===== src/rtl/mips_ctrl_pkg.sv =====
// Shared types and encodings for the multicycle MIPS control path.
// ALU operation codes are shared with the ALU itself.
package mips_ctrl_pkg;

    typedef enum logic [3:0] {
        S_FETCH  = 4'd0,
        S_DECODE = 4'd1,
        S_MEMADR = 4'd2,
        S_MEMRD  = 4'd3,
        S_MEMWB  = 4'd4,
        S_MEMWR  = 4'd5,
        S_RTYPE  = 4'd6,
        S_RWB    = 4'd7,
        S_BRANCH = 4'd8,
        S_IEXEC  = 4'd9,
        S_IWB    = 4'd10,
        S_JUMP   = 4'd11
    } state_t;

    localparam logic [5:0] OP_RTYPE = 6'b000000;
    localparam logic [5:0] OP_LW    = 6'b100011;
    localparam logic [5:0] OP_SW    = 6'b101011;
    localparam logic [5:0] OP_BEQ   = 6'b000100;
    localparam logic [5:0] OP_J     = 6'b000010;
    localparam logic [5:0] OP_ADDI  = 6'b001000;
    localparam logic [5:0] OP_ANDI  = 6'b001100;
    localparam logic [5:0] OP_ORI   = 6'b001101;
    localparam logic [5:0] OP_SLTI  = 6'b001010;

    localparam logic [5:0] FN_ADD = 6'b100000;
    localparam logic [5:0] FN_SUB = 6'b100010;
    localparam logic [5:0] FN_AND = 6'b100100;
    localparam logic [5:0] FN_OR  = 6'b100101;
    localparam logic [5:0] FN_SLT = 6'b101010;
    localparam logic [5:0] FN_NOR = 6'b100111;

    typedef enum logic [3:0] {
        ALU_AND = 4'b0000,
        ALU_OR  = 4'b0001,
        ALU_ADD = 4'b0010,
        ALU_SUB = 4'b0110,
        ALU_SLT = 4'b0111,
        ALU_NOR = 4'b1100
    } alu_ctrl_t;

    typedef enum logic [1:0] {
        SRCB_REG    = 2'b00,
        SRCB_FOUR   = 2'b01,
        SRCB_IMM    = 2'b10,
        SRCB_IMM_SH = 2'b11
    } alu_src_b_t;

    typedef enum logic [1:0] {
        PCSRC_ALU    = 2'b00,
        PCSRC_ALUOUT = 2'b01,
        PCSRC_JUMP   = 2'b10
    } pc_src_t;

    // How the ALU code is chosen in a given state.
    typedef enum logic [1:0] {
        CLS_ADD   = 2'b00,
        CLS_SUB   = 2'b01,
        CLS_FUNCT = 2'b10,
        CLS_IMM   = 2'b11
    } alu_class_t;

    function automatic logic opcode_legal(input logic [5:0] op);
        case (op)
            OP_RTYPE, OP_LW, OP_SW, OP_BEQ, OP_J,
            OP_ADDI, OP_ANDI, OP_ORI, OP_SLTI: return 1'b1;
            default:                           return 1'b0;
        endcase
    endfunction

endpackage


===== src/rtl/alu_decoder.sv =====
// Combinational ALU code decode from the controller's state class,
// the instruction opcode and the R-type funct field.
module alu_decoder
    import mips_ctrl_pkg::*;
#(
    parameter int unsigned ALU_CTRL_W = 4
) (
    input  alu_class_t            alu_class,
    input  logic [5:0]            opcode,
    input  logic [5:0]            funct,
    output logic [ALU_CTRL_W-1:0] alu_control_signal,
    output logic                  imm_zext,
    output logic                  funct_illegal
);

    alu_ctrl_t code;

    always_comb begin
        code          = ALU_ADD;
        imm_zext      = 1'b0;
        funct_illegal = 1'b0;
        case (alu_class)
            CLS_ADD: code = ALU_ADD;
            CLS_SUB: code = ALU_SUB;
            CLS_FUNCT: begin
                case (funct)
                    FN_ADD:  code = ALU_ADD;
                    FN_SUB:  code = ALU_SUB;
                    FN_AND:  code = ALU_AND;
                    FN_OR:   code = ALU_OR;
                    FN_SLT:  code = ALU_SLT;
                    FN_NOR:  code = ALU_NOR;
                    default: funct_illegal = 1'b1;
                endcase
            end
            CLS_IMM: begin
                case (opcode)
                    OP_ANDI: begin code = ALU_AND; imm_zext = 1'b1; end
                    OP_ORI:  begin code = ALU_OR;  imm_zext = 1'b1; end
                    OP_SLTI: code = ALU_SLT;
                    default: code = ALU_ADD;
                endcase
            end
            default: code = ALU_ADD;
        endcase
    end

    assign alu_control_signal = ALU_CTRL_W'(code);

endmodule


===== src/rtl/multicycle_ctrl.sv =====
// Multicycle MIPS control FSM: sequences fetch/decode/execute/memory/writeback
// and drives datapath selects, strobes and the ALU operation code.
module multicycle_ctrl
    import mips_ctrl_pkg::*;
#(
    parameter int unsigned ALU_CTRL_W   = 4,
    parameter bit          FLAG_ILLEGAL = 1'b1
) (
    input  logic                  clk,
    input  logic                  rst_n,
    input  logic [5:0]            opcode,
    input  logic [5:0]            funct,
    input  logic                  alu_zero,
    output logic [ALU_CTRL_W-1:0] alu_control_signal,
    output logic                  alu_src_a,
    output logic [1:0]            alu_src_b,
    output logic                  imm_zext,
    output logic [1:0]            pc_src,
    output logic                  pc_write_en,
    output logic                  iord,
    output logic                  mem_read,
    output logic                  mem_write,
    output logic                  ir_write,
    output logic                  reg_dst,
    output logic                  mem_to_reg,
    output logic                  reg_write,
    output logic                  instr_done,
    output logic                  illegal_instr
);

    state_t     state, next_state;
    alu_class_t alu_class;
    logic       pc_write, branch, funct_illegal, bad_instr;

    alu_decoder #(.ALU_CTRL_W(ALU_CTRL_W)) u_alu_decoder (
        .alu_class          (alu_class),
        .opcode             (opcode),
        .funct              (funct),
        .alu_control_signal (alu_control_signal),
        .imm_zext           (imm_zext),
        .funct_illegal      (funct_illegal)
    );

    always_ff @(posedge clk or negedge rst_n) begin
        if (!rst_n) state <= S_FETCH;
        else        state <= next_state;
    end

    always_comb begin
        next_state = S_FETCH;
        case (state)
            S_FETCH: next_state = S_DECODE;
            S_DECODE: begin
                case (opcode)
                    OP_LW, OP_SW:                      next_state = S_MEMADR;
                    OP_RTYPE:                          next_state = S_RTYPE;
                    OP_BEQ:                            next_state = S_BRANCH;
                    OP_J:                              next_state = S_JUMP;
                    OP_ADDI, OP_ANDI, OP_ORI, OP_SLTI: next_state = S_IEXEC;
                    default:                           next_state = S_FETCH;
                endcase
            end
            S_MEMADR: next_state = (opcode == OP_LW) ? S_MEMRD : S_MEMWR;
            S_MEMRD:  next_state = S_MEMWB;
            S_RTYPE:  next_state = funct_illegal ? S_FETCH : S_RWB;
            S_IEXEC:  next_state = S_IWB;
            default:  next_state = S_FETCH;
        endcase
    end

    // Outputs are held inert while rst_n is low, not just after the state resets.
    always_comb begin
        alu_class  = CLS_ADD;
        alu_src_a  = 1'b0;
        alu_src_b  = SRCB_REG;
        pc_src     = PCSRC_ALU;
        pc_write   = 1'b0;
        branch     = 1'b0;
        iord       = 1'b0;
        mem_read   = 1'b0;
        mem_write  = 1'b0;
        ir_write   = 1'b0;
        reg_dst    = 1'b0;
        mem_to_reg = 1'b0;
        reg_write  = 1'b0;
        instr_done = 1'b0;
        bad_instr  = 1'b0;
        if (rst_n) begin
            case (state)
                S_FETCH: begin
                    mem_read  = 1'b1;
                    ir_write  = 1'b1;
                    alu_src_b = SRCB_FOUR;
                    pc_write  = 1'b1;
                end
                S_DECODE: begin
                    alu_src_b = SRCB_IMM_SH;
                    bad_instr = !opcode_legal(opcode);
                end
                S_MEMADR: begin
                    alu_src_a = 1'b1;
                    alu_src_b = SRCB_IMM;
                end
                S_MEMRD: begin
                    iord     = 1'b1;
                    mem_read = 1'b1;
                end
                S_MEMWB: begin
                    mem_to_reg = 1'b1;
                    reg_write  = 1'b1;
                    instr_done = 1'b1;
                end
                S_MEMWR: begin
                    iord       = 1'b1;
                    mem_write  = 1'b1;
                    instr_done = 1'b1;
                end
                S_RTYPE: begin
                    alu_src_a = 1'b1;
                    alu_class = CLS_FUNCT;
                    bad_instr = funct_illegal;
                end
                S_RWB: begin
                    reg_dst    = 1'b1;
                    reg_write  = 1'b1;
                    instr_done = 1'b1;
                end
                S_BRANCH: begin
                    alu_src_a  = 1'b1;
                    alu_class  = CLS_SUB;
                    pc_src     = PCSRC_ALUOUT;
                    branch     = 1'b1;
                    instr_done = 1'b1;
                end
                S_IEXEC: begin
                    alu_src_a = 1'b1;
                    alu_src_b = SRCB_IMM;
                    alu_class = CLS_IMM;
                end
                S_IWB: begin
                    alu_src_a  = 1'b1;
                    alu_src_b  = SRCB_IMM;
                    alu_class  = CLS_IMM;
                    reg_write  = 1'b1;
                    instr_done = 1'b1;
                end
                S_JUMP: begin
                    pc_src     = PCSRC_JUMP;
                    pc_write   = 1'b1;
                    instr_done = 1'b1;
                end
                default: ;
            endcase
        end
    end

    assign pc_write_en   = pc_write | (branch & alu_zero);
    assign illegal_instr = FLAG_ILLEGAL & bad_instr;

endmodule


===== config.mk =====
export PLATFORM = sky130hd
export DESIGN_NAME = multicycle_ctrl
export DESIGN_NICKNAME = d
export VERILOG_FILES = /design/src/rtl/mips_ctrl_pkg.sv /design/src/rtl/alu_decoder.sv /design/src/rtl/multicycle_ctrl.sv
export SDC_FILE = /design/constraint.sdc
export NUM_CORES = 1
export LEC_CHECK = 0
export CELL_PAD_IN_SITES_DETAIL_PLACEMENT = 0
export CELL_PAD_IN_SITES_GLOBAL_PLACEMENT = 1
export CORE_AREA = 2 2 54 56
export DETAILED_ROUTE_END_ITERATION = 7
export DIE_AREA = 0 0 56 58
export PLACE_DENSITY_LB_ADDON = 0.1
export RECOVER_POWER = 100
export SYNTH_ARGS = -nofsm -noshare
export SYNTH_HDL_FRONTEND = slang
export SYNTH_SLANG_ARGS = --single-unit

===== constraint.sdc =====
create_clock -name clk -period 5.7 [get_ports clk]
set_clock_uncertainty 0.15 [all_clocks]
set_input_delay 1.425 -clock clk [delete_from_list [all_inputs] [get_ports clk]]
set_output_delay 1.425 -clock clk [all_outputs]
set_load 0.03 [all_outputs]

# Word-level counts from Yosys, hierarchy flattened
# Index checks and enable logic that the tools add are counted.
[totals] reg_bits=4 input_bits=15 output_inout_bits=20 wordCells=92
[op_classes] n_eq_ne=28 mux=44 bitwise_logic=2 reduce_logical=17
[op_table] op="$eq 6x6->1 const B" n=8
[op_table] op="$pmux 4 s5" n=2
[op_table] op="$mux 1" n=30
[op_table] op="$eq 6x4->1 const B" n=4
[op_table] op="$pmux 4 s6" n=1
[op_table] op="$eq 4x3->1 const B" n=4
[op_table] op="$eq 4x4->1 const B" n=4
[op_table] op="$pmux 4 s4" n=1
[op_table] op="$pmux 2 s3" n=2
[op_table] op="$reduce_or 2->1" n=6
[op_table] op="$reduce_or 6->1" n=2
[op_table] op="$pmux 3 s3" n=1
[op_table] op="$reduce_or 9->1" n=1
[op_table] op="$eq 4x2->1 const B" n=2
[op_table] op="$eq 6x2->1 const B" n=1
[op_table] op="$eq 6x3->1 const B" n=1
[op_table] op="$logic_not 6->1" n=1
[op_table] op="$mux 2" n=3
[op_table] op="$mux 3" n=2
[op_table] op="$reduce_or 3->1" n=2
[op_table] op="$reduce_or 5->1" n=1
[op_table] op="$eq 2x2->1 const B" n=2
[op_table] op="$eq 4x1->1 const B" n=1
[op_table] op="$logic_not 4->1" n=1
[op_table] op="other kinds (8)" n=8

# Depth between registers and ports, before layout
# Gate-level depths: netlist of run 1.
[logic_depth] word_depth=8 depth_mapped=5 depth_no_buf=4

# Hierarchy
# From an unflattened synthesis of run 1, not the netlist that was laid out.
[unflattened] cells_unflattened=104 hier_area_um2=738.2
[modules_own_cells] module="multicycle_ctrl" instances=1 cells_per_inst=80 area_each_um2=570.5 seq_area_each_um2=100.1
[modules_own_cells] module="alu_decoder" instances=1 cells_per_inst=24 area_each_um2=167.7 seq_area_each_um2=0.0

# Least setup slack after synthesis of run 1
# OpenSTA, ideal clock, no wires.
[synth_timing] path_type="input-to-output" startpoint="input opcode[3]" endpoint="output alu_control_signal[1]" arrival_time_ns=2.633 required_ns=4.125 slack_ns=1.492 cell_stages=5 n_path_buf=1 path_cell_list="buf_6 > nor3b_1 > nand4_1 > nor2_1 > a41oi_1"
[synth_between] elab_chain_len=3 word_cells_on_any_way=5 cone_classes="eq/ne (3); mux (2)"
[synth_lines] item="from (decl)" line="multicycle_ctrl.sv:11" text="input logic [5:0] opcode,"
[synth_lines] item="$eq 6x4->1" line="alu_decoder.sv:37" text="case (opcode)"
[synth_lines] item="$pmux 3 s3 (*)" line="alu_decoder.sv:37"
[synth_lines] item="$pmux 4 s4 (*)" line="alu_decoder.sv:22" text="case (alu_class)"
[synth_lines] item="to (decl)" line="multicycle_ctrl.sv:14" text="output logic [ALU_CTRL_W-1:0] alu_control_signal,"
# Every way passes the cells marked *; elsewhere a longest branch is shown, timed or not.

# Worst setup path after layout of run 1
[layout_timing] startpoint="input rst_n" endpoint="output illegal_instr"
[layout_between] elab_chain_len=5
[layout_lines] item="from (decl)" line="multicycle_ctrl.sv:10" text="input logic rst_n,"
[layout_lines] item="$mux 2" line="multicycle_ctrl.sv:88" text="if (rst_n) begin"
[layout_lines] item="$eq 2x2->1" line="alu_decoder.sv:22"
[layout_lines] item="$mux 1" line="alu_decoder.sv:22"
[layout_lines] item="$pmux 1 s2" line="multicycle_ctrl.sv:89" text="case (state)"
[layout_lines] item="$mux 1 (*)" line="multicycle_ctrl.sv:88"
[layout_lines] item="to (decl)" line="multicycle_ctrl.sv:28" text="output logic illegal_instr"
# Marked as above.

==> results.md, run 1 <==
- Via count: 916
- Drt wl/cell: 13.3 um
- Gr usage total: 14.4%
- Cts hold-fix bufs: 0
- Post-CTS Setup Bufs: 0
- Worst hold path class: reg2reg
- Synth area leaders: dfrtp_1 (14%), nor2_1 (7.7%), nand2b_1 (6.9%)
- Die W: 56 um
- Port-buffer cells: 34
- Area growth from synthesis to layout: 48.5%
- Worst Tran Pin Value: 0.563 ns
- Number of diodes: 0
- CORE AREA: 0.00266 mm^2
- Sequential area share after synthesis: 13.7%
- Clk slew on worst S/H paths: 0.04 ns
- Grt total ovfl: 0
- Fin crit share: 90.4%
- DP Wirelength: 1770 um
- Worst VDD drop: 0.166 mV
- Final Max Slew Viols: 0
- FF-to-FF setup slack: 4.01 ns
- CP startpoint kind: primary input
- CP Class: in2out
- Fin. Hold Viols: 0
- CP endpoint kind: output pin
- CTS tree: yes
- Final setup fails: 0
- Fin nets: 155
- Leak Pwr: 0.428 nW
- Root buf cell: clkbuf_4
- DRT Pass-1 Iters: 4
- Number of global-route vias before repair: 835
- Placer congestion estimate: 0.809
- Post-synth net total: 122
- Via/cell ratio: 5.42
- Slew HR: 62.5%
- Top FF cell, synth: dfrtp_1
- Placed Cells: 166
- Max reg flops: 4
- Synth top cells by count: nor2_1 (15), nand2b_1 (8), nor3_1 (7)
- First-pass GRT wire length: 3770 um
- Syn Area/Cell: 6.82 um^2
- RSZ-0062 raised after global routing: no
- Die H: 58 um
- Total Power: 0.288 mW
- Final wirelength: 2240 um
- Status: finished, final reports clean
- Register area: 100 um^2
- Min Tclk post-route: 5.16 ns
- Multi-input combinational cell area: 556 um^2
- Initial DRC Count: 25
- Max Cap Viol: 0
- Crit-path cells: dlygate4sd3_1 > clkbuf_1 > nand2_1 > nor2_1 > a32o_1 > dlygate4sd3_1
- Share of layout cells above drive strength 1: 4.35%
- Total CTS buffers: 3
- Count of different cell masters after synthesis: 43
- Critical Path AT: 3.58 ns
- DRT antenna net count: 0
- EDFF count, synth: 0
- DRC Markers: 0
- Syn Inst Count: 107
- Top cell type's share of synthesized area: 13.7%
- Crit-path max cell delay: 0.74 ns
- # rows: 19
- Asr flop ratio synth: 100%
- Deepest clock path buffer count: 2
- FILL cells: 306
- FMAX: 194 MHz
- Cts repair resizes: 0
- I/O Pins: 35
- Die area: 0.00325 mm^2
- CTS Sinks: 4
- Synthesis-stage register bit count: 4
- Pin count of the biggest net entering global routing: 18
- Largest Register: state
- Clk_lat worst skew: 0.24 ns
- Count leader, synth: nor2_1
- H-tree depth: 1
- Worst path most repeated cell: dlygate4sd3_1
- Crit-path slowest cell: dlygate4sd3_1
- Synth warnings: 0
- Power density cells: 266 mW/mm^2
- Minimum hold slack: 0.546 ns
- Crit path max fanout: 10
- Initial antenna violation count: 0
- Post-Layout Cell Count: 169
- Setup TNS Final: 0 ns
- Starting density of the core: 27.4%
- Worst EP required: 4.12 ns
- Biggest regs: state (4)
- Synthesized cell area: 729 um^2
- Cell accounting for the most synthesized area: dfrtp_1
metal layers:
layer	vias up	global-route usage, %	part of all wire [%]
met3	2	1.79	5.2
met1	424	20.3	47
met4	0	5.10	0.58
li1	463	-	-
met2	27	22.7	47
met5	-	0	0
final timing paths:
path                                 end  cells after the start     start
min                             state[0]                      1  state[3]
max in group asynchronous       state[1]                      2     rst_n
min in group asynchronous       state[0]                      2     rst_n
min reg2reg                     state[0]                      1  state[3]
max                        illegal_instr                      6     rst_n
max reg2reg                     state[1]                      4  state[1]
layout make-up:
type	instances	area share, %
multi-input cells	90	51.3
flip-flops and latches	4	9.24
inverters	6	2.08
clock buffers	3	2.08
well taps	31	3.58
repair buffers	35	31.8
through the flow:
| step | util (%) | setup WS (ns) | instance area [um^2] |
|---|---|---|---|
| finish | 40.7 | 0.545 | 1080 |
| global route | 40.7 | 0.370 | 1080 |
| CTS | 41.1 | 0.665 | 1090 |
| detailed placement | 40.3 | 0.675 | 1070 |
| global placement | 40.3 | 0.686 | 1070 |
| floorplan | - | 1.49 | 729 |
cell usage in the layout (no fill, tap or decap), types with 4 or more instances in the layout:
cell | netlist | final
dlygate4sd3_1 | 0 | 23
nor2_1 | 15 | 15
clkdlybuf4s50_1 | 0 | 11
nand2b_1 | 8 | 8
nor3_1 | 7 | 7
inv_1 | 6 | 6
nand2_1 | 6 | 6
a21oi_1 | 6 | 6
o21ai_0 | 4 | 4
nor2b_1 | 4 | 4
dfrtp_1 | 4 | 4
logic make-up (layout without fill, tap and decap cells):
family                 Yosys count  after routing  synth area share (%)
AND/OR/NAND/NOR                 56             56                  42.4
AO/OA/AOI/OAI                   30             30                  29.7
buffers and inverters           13             44                  9.09
flip-flops                       4              4                  13.7
XOR/XNOR                         2              2                  2.40
multiplexers                     2              2                  2.74
report_power, final:
group	internal, mW	switching [mW]
Clock	0.0236	0.0119
Combinational	0.0748	0.111
Sequential	0.0361	0.0306
critical path: cells and delay by family:
| family | cells | cell delay (ns) |
|---|---|---|
| AOI/OAI and AO/OA | 1 | 0.18 |
| buffers and inverters | 3 | 1.68 |
| and+or+nand+nor | 2 | 0.29 |
(Power assumes the default switching activity.)
==> run 2: changes to the inputs <==
- CAP_MARGIN: unset -> 30
- CORE_AREA: 2 2 54 56 -> 2 2 53 55
- CTS_BUF_LIST: unset -> sky130_fd_sc_hd__clkbuf_4 sky130_fd_sc_hd__clkbuf_8
- DIE_AREA: 0 0 56 58 -> 0 0 55 57
==> run 2 against run 1 <==
Cell area unchanged. Worst hold slack better by 0.0094 ns. Non-clock buffer count is the same. Combinational power about the same. Clock power increased by 2%. Critical path depth unchanged. Register-to-register slack barely moved. Largest power group unchanged. Setup slack lost 0.017 ns. First-iteration DRC count down 48%. Via count shrank 0.44%. Critical endpoint unchanged. Clock-buffer cell count unchanged. Utilization grew 0.74 points.
==> results.md, run 2 (same netlist as run 1, synthesis figures left out) <==
- Final wirelength: 2190 um
- Die area: 0.00314 mm^2
- Fin. Hold Viols: 0
- Setup TNS Final: 0 ns
- Util after Layout: 41.4%
- DP Area: 0.00107 mm^2
- Total CTS buffers: 3
- Worst VDD drop: 0.132 mV
- Via count: 912
- Die H: 57 um
- CORE AREA: 0.00262 mm^2
- FF-to-FF Start: state[1]
- Clk_lat worst skew: 0.24 ns
- DRC Markers: 0
- Clk slew on worst S/H paths: 0.04 ns
- Deepest clock path buffer count: 2
- Port-buffer cells: 34
- First-pass GRT wire length: 3620 um
- Worst setup path endpoint: illegal_instr
- Final instance area: 0.00108 mm^2
- Total Power: 0.290 mW
- CTS Sinks: 4
- Crit path launch: rst_n
- I/O Pins: 35
- Area growth from synthesis to layout: 48.5%
- DP Wirelength: 1690 um
- Share of layout cells above drive strength 1: 4.35%
- CP startpoint kind: primary input
- Die W: 55 um
- DRT Pass-1 Iters: 4
- CP Class: in2out
- Worst reg2reg path endpoint: state[1]
- RSZ-0062 raised after global routing: no
- # rows: 19
- Fin nets: 155
- Drt wl/cell: 13.0 um
- Number of diodes: 0
- Most common cell after layout, fill and taps aside: dlygate4sd3_1
- Starting density of the core: 27.9%
- CP endpoint kind: output pin
- CTS tree: yes
- Biggest regs: state (4)
- Pin count of the biggest net entering global routing: 18
- Power density cells: 267 mW/mm^2
- Min Tclk post-route: 5.17 ns
- Crit path max fanout: 10
- Slew HR: 63.2%
- Critical Path AT: 3.60 ns
- Initial antenna violation count: 0
- DRT antenna net count: 0
- Placer congestion estimate: 0.782
- Root buf cell: clkbuf_4
- Max Cap Viol: 0
- Worst EP required: 4.12 ns
- Max reg flops: 4
- Most frequent cells in the layout: dlygate4sd3_1 (22), nor2_1 (15), clkdlybuf4s50_1 (12)
- FMAX: 193 MHz
- Via/cell ratio: 5.40
- Gr usage total: 15.2%
- Final Max Slew Viols: 0
- Grt total ovfl: 0
- Post-CTS Setup Bufs: 0
- Worst Tran Pin Value: 0.552 ns
- Leak Pwr: 0.428 nW
- Initial DRC Count: 13
- Worst r2r path cells: 4
- Worst hold path class: reg2reg
- Largest Register: state
- Cts hold-fix bufs: 0
- Status: finished, final reports clean
- FF-to-FF setup slack: 4.00 ns
- Cts repair resizes: 0
- Final setup fails: 0
- H-tree depth: 1
- Fin crit share: 90.7%
- Number of global-route vias before repair: 798
## run 2: cell count changes in the layout (fill, tap and decap cells not counted)
cell	before	now
clkdlybuf4s50_1	11	12
dlygate4sd3_1	23	22
## run 2: how the worst min path moves through the flow
stage                to  startpoint  depth (start not counted)
2_1_floorplan  state[0]    state[3]                          2
3_3_place_gp   state[0]    state[3]                          1
3_5_place_dp   state[0]    state[3]                          1
6_report       state[3]    state[2]                          1
5_1_grt        state[0]    state[3]                          1
4_1_cts        state[0]    state[3]                          1
## run 2: layer usage
layer  global-route usage (%)  share of wire [%]  up-vias
met5                        0                  0        -
met4                     6.27                1.4        0
met3                     1.57                4.1        4
met2                     23.3                 47       23
met1                     21.3                 47      426
li1                         -                  -      459
## run 2: stage by stage
stage / hold WS [ns] / instances / setup slack, ns
4_1_cts: 0.559 / 169 / 0.682
6_report: 0.555 / 169 / 0.528
3_3_place_gp: 0.557 / 166 / 0.706
2_1_floorplan: 0.430 / 107 / 1.49
5_1_grt: 0.598 / 169 / 0.376
3_5_place_dp: 0.561 / 166 / 0.691
## run 2: worst max-delay path, stage by stage
cell and delay (ns):
dlygate4sd3_1 0.55, clkbuf_1 0.40, nand2_1 0.18, nor2_1 0.13
a32o_1 0.17, dlygate4sd3_1 0.74
## run 2: final cells by class
type / count / area, um^2
fill: 301 / 1530
multi-input combinational: 90 / 556
timing repair buffer: 35 / 344
sequential: 4 / 100
tap: 31 / 38.8
clock buffer: 3 / 22.5
inverter: 6 / 22.5
## run 2: where the power goes
| part | internal [mW] | switching, mW | leakage [nW] | total (mW) |
|---|---|---|---|---|
| clock network | 0.0236 | 0.0125 | 0.0138 | 0.0362 |
| logic | 0.0749 | 0.111 | 0.361 | 0.186 |
| registers | 0.0361 | 0.0317 | 0.0529 | 0.0677 |
| total | 0.135 | 0.155 | 0.428 | 0.290 |
